File: config.mk
export PLATFORM = sky130hd
export DESIGN_NAME = vga_buf_fill
export DESIGN_NICKNAME = d
export VERILOG_FILES = /design/src/rtl/vga_buf_fill.sv
export SDC_FILE = /design/constraint.sdc
export NUM_CORES = 1
export LEC_CHECK = 0
export CORE_MARGIN = 4
export CORE_UTILIZATION = 49
export DETAILED_ROUTE_END_ITERATION = 8
export GPL_TIMING_DRIVEN = 0
export PLACE_DENSITY = 0.86
export SYNTH_ARGS = -nofsm -noshare
export SYNTH_HDL_FRONTEND = slang
export SYNTH_SLANG_ARGS = --single-unit
File: constraint.sdc
create_clock -name S_AXI_ACLK -period 7 [get_ports S_AXI_ACLK]
set_clock_uncertainty 0.2 [all_clocks]
set_input_delay 1.4 -clock S_AXI_ACLK [delete_from_list [all_inputs] [get_ports S_AXI_ACLK]]
set_output_delay 1.4 -clock S_AXI_ACLK [all_outputs]
set_load 0.02 [all_outputs]
File: src/rtl/vga_buf_fill.sv
// -----------------------------------------------------------------------------
// vga_buf_fill
//   AXI-lite write-master sequencer that fills a region of the axi_vga character
//   buffer with a single 32-bit pattern (screen clear / region fill). One
//   single-beat write per word, never more than one transaction outstanding.
//
//   Ports
//     S_AXI_ACLK, S_AXI_ARESETN : clock, asynchronous active-low reset
//     start_i                   : start pulse, only accepted while idle
//     base_i                    : first byte address (bits [1:0] dropped,
//                                 bit 14 forced high into the buffer window)
//     words_i                   : number of 32-bit words to write (0 allowed)
//     data_i, strb_i            : fill pattern and strobe, latched at start
//     busy_o                    : high from start acceptance until done_o
//     done_o                    : one-cycle completion pulse
//     err_o                     : sticky non-OKAY BRESP flag, cleared at start
//     M_AXI_AW*/W*/B*           : AXI-lite write address/data/response
//
//   Configuration
//     VGA_FILL_ERR_ABORT_EN : when defined, the first non-OKAY response ends
//                             the fill after that response; otherwise the
//                             error is flagged and every word is still written.
// -----------------------------------------------------------------------------
module vga_buf_fill #(
  parameter int C_AXI_ADDR_WIDTH = 15,
  parameter int C_AXI_DATA_WIDTH = 32,
  parameter int CNT_WIDTH        = 13
) (
  input  logic                          S_AXI_ACLK,
  input  logic                          S_AXI_ARESETN,
  input  logic                          start_i,
  input  logic [C_AXI_ADDR_WIDTH-1:0]   base_i,
  input  logic [CNT_WIDTH-1:0]          words_i,
  input  logic [C_AXI_DATA_WIDTH-1:0]   data_i,
  input  logic [C_AXI_DATA_WIDTH/8-1:0] strb_i,
  output logic                          busy_o,
  output logic                          done_o,
  output logic                          err_o,
  output logic                          M_AXI_AWVALID,
  input  logic                          M_AXI_AWREADY,
  output logic [C_AXI_ADDR_WIDTH-1:0]   M_AXI_AWADDR,
  output logic [2:0]                    M_AXI_AWPROT,
  output logic                          M_AXI_WVALID,
  input  logic                          M_AXI_WREADY,
  output logic [C_AXI_DATA_WIDTH-1:0]   M_AXI_WDATA,
  output logic [C_AXI_DATA_WIDTH/8-1:0] M_AXI_WSTRB,
  input  logic                          M_AXI_BVALID,
  output logic                          M_AXI_BREADY,
  input  logic [1:0]                    M_AXI_BRESP
);

  localparam int AW = C_AXI_ADDR_WIDTH;
  localparam int DW = C_AXI_DATA_WIDTH;
  localparam int SW = C_AXI_DATA_WIDTH / 8;

  localparam logic [AW-2:0]        ADDR_STEP = (AW-1)'(4);
  localparam logic [CNT_WIDTH-1:0] CNT_ONE   = CNT_WIDTH'(1);
  localparam logic [CNT_WIDTH-1:0] CNT_ZERO  = CNT_WIDTH'(0);

`ifdef VGA_FILL_ERR_ABORT_EN
  localparam logic ERR_ABORT = 1'b1;
`else
  localparam logic ERR_ABORT = 1'b0;
`endif

  typedef enum logic [1:0] {
    ST_IDLE  = 2'd0,
    ST_ISSUE = 2'd1,
    ST_RESP  = 2'd2,
    ST_DONE  = 2'd3
  } state_t;

  state_t               state_q, state_d;
  logic [AW-1:0]        addr_q, addr_d;
  logic [DW-1:0]        data_q, data_d;
  logic [SW-1:0]        strb_q, strb_d;
  logic [CNT_WIDTH-1:0] remain_q, remain_d;
  logic                 awvalid_q, awvalid_d;
  logic                 wvalid_q, wvalid_d;
  logic                 bready_q, bready_d;
  logic                 launched_q, launched_d;
  logic                 aw_done_q, aw_done_d;
  logic                 w_done_q, w_done_d;
  logic                 busy_q, busy_d;
  logic                 done_q, done_d;
  logic                 err_q, err_d;

  logic                 aw_hs_s;
  logic                 w_hs_s;
  logic                 bresp_err_s;
  logic [AW-1:0]        addr_next_s;
  logic [CNT_WIDTH-1:0] remain_dec_s;
  logic                 unused_s;

  assign aw_hs_s      = awvalid_q & M_AXI_AWREADY;
  assign w_hs_s       = wvalid_q & M_AXI_WREADY;
  assign bresp_err_s  = |M_AXI_BRESP;
  // Stay inside the 0x4000-0x7FFC window: the low 14 bits wrap, bit 14 stays set.
  assign addr_next_s  = {1'b1, addr_q[AW-2:0] + ADDR_STEP};
  assign remain_dec_s = remain_q - CNT_ONE;
  // Base bits that the window mapping discards.
  assign unused_s     = ^{base_i[AW-1], base_i[1:0]};

  // Next-state and output computation for the fill sequencer.
  always_comb begin
    state_d    = state_q;
    addr_d     = addr_q;
    data_d     = data_q;
    strb_d     = strb_q;
    remain_d   = remain_q;
    awvalid_d  = awvalid_q;
    wvalid_d   = wvalid_q;
    bready_d   = bready_q;
    launched_d = launched_q;
    aw_done_d  = aw_done_q;
    w_done_d   = w_done_q;
    busy_d     = busy_q;
    done_d     = 1'b0;
    err_d      = err_q;

    case (state_q)
      ST_IDLE: begin
        // done_q high means this is the completion cycle: a start here is dropped.
        if (start_i && !done_q) begin
          addr_d     = {1'b1, base_i[AW-2:2], 2'b00};
          remain_d   = words_i;
          data_d     = data_i;
          strb_d     = strb_i;
          err_d      = 1'b0;
          busy_d     = 1'b1;
          launched_d = 1'b0;
          aw_done_d  = 1'b0;
          w_done_d   = 1'b0;
          if (words_i == CNT_ZERO) begin
            state_d = ST_DONE;
          end else begin
            state_d = ST_ISSUE;
          end
        end else begin
          busy_d = 1'b0;
        end
      end

      ST_ISSUE: begin
        // First ISSUE cycle only raises both valids; handshakes follow.
        if (!launched_q) begin
          launched_d = 1'b1;
          awvalid_d  = 1'b1;
          wvalid_d   = 1'b1;
        end else begin
          if (aw_hs_s) begin
            awvalid_d = 1'b0;
            aw_done_d = 1'b1;
          end else begin
            awvalid_d = awvalid_q;
          end
          if (w_hs_s) begin
            wvalid_d = 1'b0;
            w_done_d = 1'b1;
          end else begin
            wvalid_d = wvalid_q;
          end
          if ((aw_done_q || aw_hs_s) && (w_done_q || w_hs_s)) begin
            state_d  = ST_RESP;
            bready_d = 1'b1;
          end else begin
            state_d = ST_ISSUE;
          end
        end
      end

      ST_RESP: begin
        if (M_AXI_BVALID && bready_q) begin
          bready_d = 1'b0;
          remain_d = remain_dec_s;
          if (bresp_err_s) begin
            err_d = 1'b1;
          end else begin
            err_d = err_q;
          end
          if ((remain_dec_s == CNT_ZERO) || (ERR_ABORT && bresp_err_s)) begin
            state_d = ST_DONE;
          end else begin
            state_d    = ST_ISSUE;
            addr_d     = addr_next_s;
            launched_d = 1'b0;
            aw_done_d  = 1'b0;
            w_done_d   = 1'b0;
          end
        end else begin
          bready_d = bready_q;
        end
      end

      ST_DONE: begin
        state_d = ST_IDLE;
        busy_d  = 1'b0;
        done_d  = 1'b1;
      end

      default: begin
        state_d   = ST_IDLE;
        awvalid_d = 1'b0;
        wvalid_d  = 1'b0;
        bready_d  = 1'b0;
        busy_d    = 1'b0;
      end
    endcase
  end

  // State and output registers; reset clears every output immediately.
  always_ff @(posedge S_AXI_ACLK or negedge S_AXI_ARESETN) begin
    if (!S_AXI_ARESETN) begin
      state_q    <= ST_IDLE;
      addr_q     <= {AW{1'b0}};
      data_q     <= {DW{1'b0}};
      strb_q     <= {SW{1'b0}};
      remain_q   <= CNT_ZERO;
      awvalid_q  <= 1'b0;
      wvalid_q   <= 1'b0;
      bready_q   <= 1'b0;
      launched_q <= 1'b0;
      aw_done_q  <= 1'b0;
      w_done_q   <= 1'b0;
      busy_q     <= 1'b0;
      done_q     <= 1'b0;
      err_q      <= 1'b0;
    end else begin
      state_q    <= state_d;
      addr_q     <= addr_d;
      data_q     <= data_d;
      strb_q     <= strb_d;
      remain_q   <= remain_d;
      awvalid_q  <= awvalid_d;
      wvalid_q   <= wvalid_d;
      bready_q   <= bready_d;
      launched_q <= launched_d;
      aw_done_q  <= aw_done_d;
      w_done_q   <= w_done_d;
      busy_q     <= busy_d;
      done_q     <= done_d;
      err_q      <= err_d;
    end
  end

  assign busy_o        = busy_q;
  assign done_o        = done_q;
  assign err_o         = err_q;
  assign M_AXI_AWVALID = awvalid_q;
  assign M_AXI_AWADDR  = addr_q;
  assign M_AXI_AWPROT  = 3'b000;
  assign M_AXI_WVALID  = wvalid_q;
  assign M_AXI_WDATA   = data_q;
  assign M_AXI_WSTRB   = strb_q;
  assign M_AXI_BREADY  = bready_q;

endmodule

==> results.yml <==
outcome:
  status: "complete, no violations"
yosys:
  synth_edf_count: 0
  netlist_area_um2: 3840
  synth_warnings: 0
  syn-instance-count: 374
  syn_avg_cell_area_um2: 10.3
  post-synth-top-area-fraction_pct: 47.6
  async_reset_ff_share_pct: 100
  ys_seq_elements: 73
  synth.most_common_cell: "dfrtp_1"
  synth_common_cells: "dfrtp_1 (73), mux2_2 (36), a21oi_1 (29), nand2_1 (28), o21ai_0 (23)"
  synth_cell_types: 56
  yosys.area.top_type: "dfrtp_1"
  ys_seq_area_share_pct: 47.6
  synth_area_leaders: "dfrtp_1 (48%), mux2_2 (11%), a21oi_1 (3.8%)"
  synth_flop_cell: "dfrtp_1"
placement:
  placed_cells: 603
  dp_hpwl_um: 7930
  place.port_buffers: 123
  gp_congestion: 0.919
  post-place-ws_ns: 3.17
  dpl_cell_area_um2: 5210
worst_hold_path:
  hp-class: "reg2reg"
  min_path_cells: 1
cts:
  clockBufferDepth: 2
  cts_tree: "yes"
  cts_resized: 0
  h-tree-depth: 3
  ctsHoldBuffers: 0
  numCtsBuffers: 9
  clkSlewWorstSetupHoldPaths_ns: 0.08
  clkLatencyLatePin_ns: 0.35
  cts.sinks: 73
  postCtsSetupRepairBufs: 0
  cts_root_buffer: "clkbuf_8"
critical_path:
  worstPathRequired_ns: 7.08
  worst_setup_path_start_kind: "input pin"
  reg2regPathDepth: 9
  worst_setup_path_end_kind: "flop"
  critical_path_class: "in2reg"
  crit_fanout: 10
  critical_path_arrival_ns: 3.55
sta:
  relSlewSlack_pct: 39.2
  finalHoldViolations: 0
  final.setup.tns_ns: 0
  period_needed_ns: 3.48
  final-setup-viol-count: 0
  fin_crit_sh_pct: 49.7
  drv_slew: 0
  rsz0062_at_grt: "false"
  setup_slack_ns: 3.52
  worst_pin_slew_ns: 0.912
  fmax_mhz: 288
routing:
  routed-via-count: 3461
  wl_per_cell_um: 17.0
  drcViolationCount: 0
  drt_iter0_drc: 193
  antenna_left: 0
  viasPerCell: 5.59
  finalWirelength_um: 10500
  drtPass1Iterations: 5
global_routing:
  grt_usage_pct: 22.5
  grt_max_degree: 74
  grt_pass1_wl_um: 16200
  grt_pass1_vias: 3374
  antenna_found_initial: 0
  grt_overflow: 0
floorplanning:
  die_x_um: 96.5
  fp.coreArea_um2: 7690
  start_util_pct: 49.9
  fp-row-count: 32
  io_pins: 132
  die_height_um: 96.5
  dieArea_um2: 9310
pwr:
  cellPowerDensity_nw_per_um2: 150
  peakVddDrop_v: 0.0000897
  fin_total_pwr_mw: 0.810
  cellLeakagePower_nw: 2.42
cells_and_area:
  fillers: 593
  nNetsFinal: 591
  design_area_um2: 5400
  regArea_um2: 1830
  final_cell_count_no_fill: 619
  areaGrowthSynthToFinish_pct: 40.8
  antenna-diode-count: 0
  multi_input_area_um2: 1860
  drive_gt1_share_pct: 14.9
job:
  maxCapViolCount: 0
-- state kept, by name, summed over array words and instances, names as in the netlist --
name,flops
aw_done_q,1
M_AXI_WDATA,32
M_AXI_AWVALID,1
M_AXI_WSTRB,4
launched_q,1
w_done_q,1
M_AXI_BREADY,1
M_AXI_WVALID,1
remain_q,13
done_o,1
busy_o,1
err_o,1
state_q,2
M_AXI_AWADDR,13
-- through the flow --
step                      hold slack, ns  util (%)
after floorplan                    0.305         -
after global placement             0.258      67.8
after detailed placement           0.255      67.7
after CTS                          0.278      70.3
after global routing               0.302      70.3
final                              0.271      70.3
-- final timing paths --
kind | start | end | slack [ns]
hold reg to reg | M_AXI_AWADDR[14] | M_AXI_AWADDR[14] | 0.27
min in group asynchronous | S_AXI_ARESETN | M_AXI_WDATA[23] | 0.98
hold / removal | M_AXI_AWADDR[14] | M_AXI_AWADDR[14] | 0.27
setup / recovery | start_i | remain_q[4] | 3.52
max in group asynchronous | S_AXI_ARESETN | remain_q[5] | 5.02
setup reg to reg | state_q[0] | remain_q[4] | 4.23
-- cells by family after synthesis --
| family | after synthesis | synth area share (%) |
|---|---|---|
| fa+ha+maj | 7 | 2.28 |
| simple gates | 118 | 17.0 |
| buf+inv | 36 | 4.40 |
| compound gates | 96 | 16.2 |
| mux | 43 | 12.4 |
| flops | 73 | 47.6 |
| other cells | 1 | 0.0978 |
-- cell type report --
class / instances / share of cell area, %
Tap cell: 102 / 2.36
Timing Repair Buffer: 123 / 22.7
Buffer: 25 / 2.36
Clock buffer: 10 / 2.36
Inverter: 11 / 0.764
Sequential cell: 73 / 33.8
Clock inverter: 6 / 1.25
Multi-Input combinational cell: 269 / 34.3
-- layout by cell type, fill, tap and decap left out, types with 9 or more instances in the layout --
master | Yosys | layout
nand2_1 | 28 | 28
a21oi_1 | 29 | 29
mux2_2 | 36 | 36
nor2_1 | 21 | 21
clkbuf_8 | 0 | 9
clkbuf_1 | 10 | 11
dfrtp_1 | 73 | 73
clkdlybuf4s50_1 | 0 | 122
nand3_1 | 13 | 13
inv_1 | 11 | 11
o21ai_0 | 23 | 23
o22ai_1 | 13 | 13
-- power by group --
group	leakage [nW]	switching (mW)	internal [mW]
Clock	0.0929	0.169	0.166
Sequential	0.989	0	0.421
Combinational	1.34	0.0189	0.0355
Total	2.42	0.187	0.623
-- worst max-delay path, cell delays in order --
cell,delay (ns)
clkdlybuf4s50_1,0.48
nand2b_1,0.09
a22oi_2,0.45
o21a_1,0.28
buf_4,0.21
clkbuf_1,0.38
a21oi_1,0.12
a21oi_1,0.14
-- routing by layer --
metal | up-vias | wire length (µm) | track usage [%]
met3 | 16 | 558 | 2.79
li1 | 1632 | - | -
met4 | 0 | 207 | 9.35
met5 | - | 0 | 0
met1 | 1698 | 4360 | 29.4
met2 | 115 | 5390 | 37.9
Power figures use the tool's default switching activity.
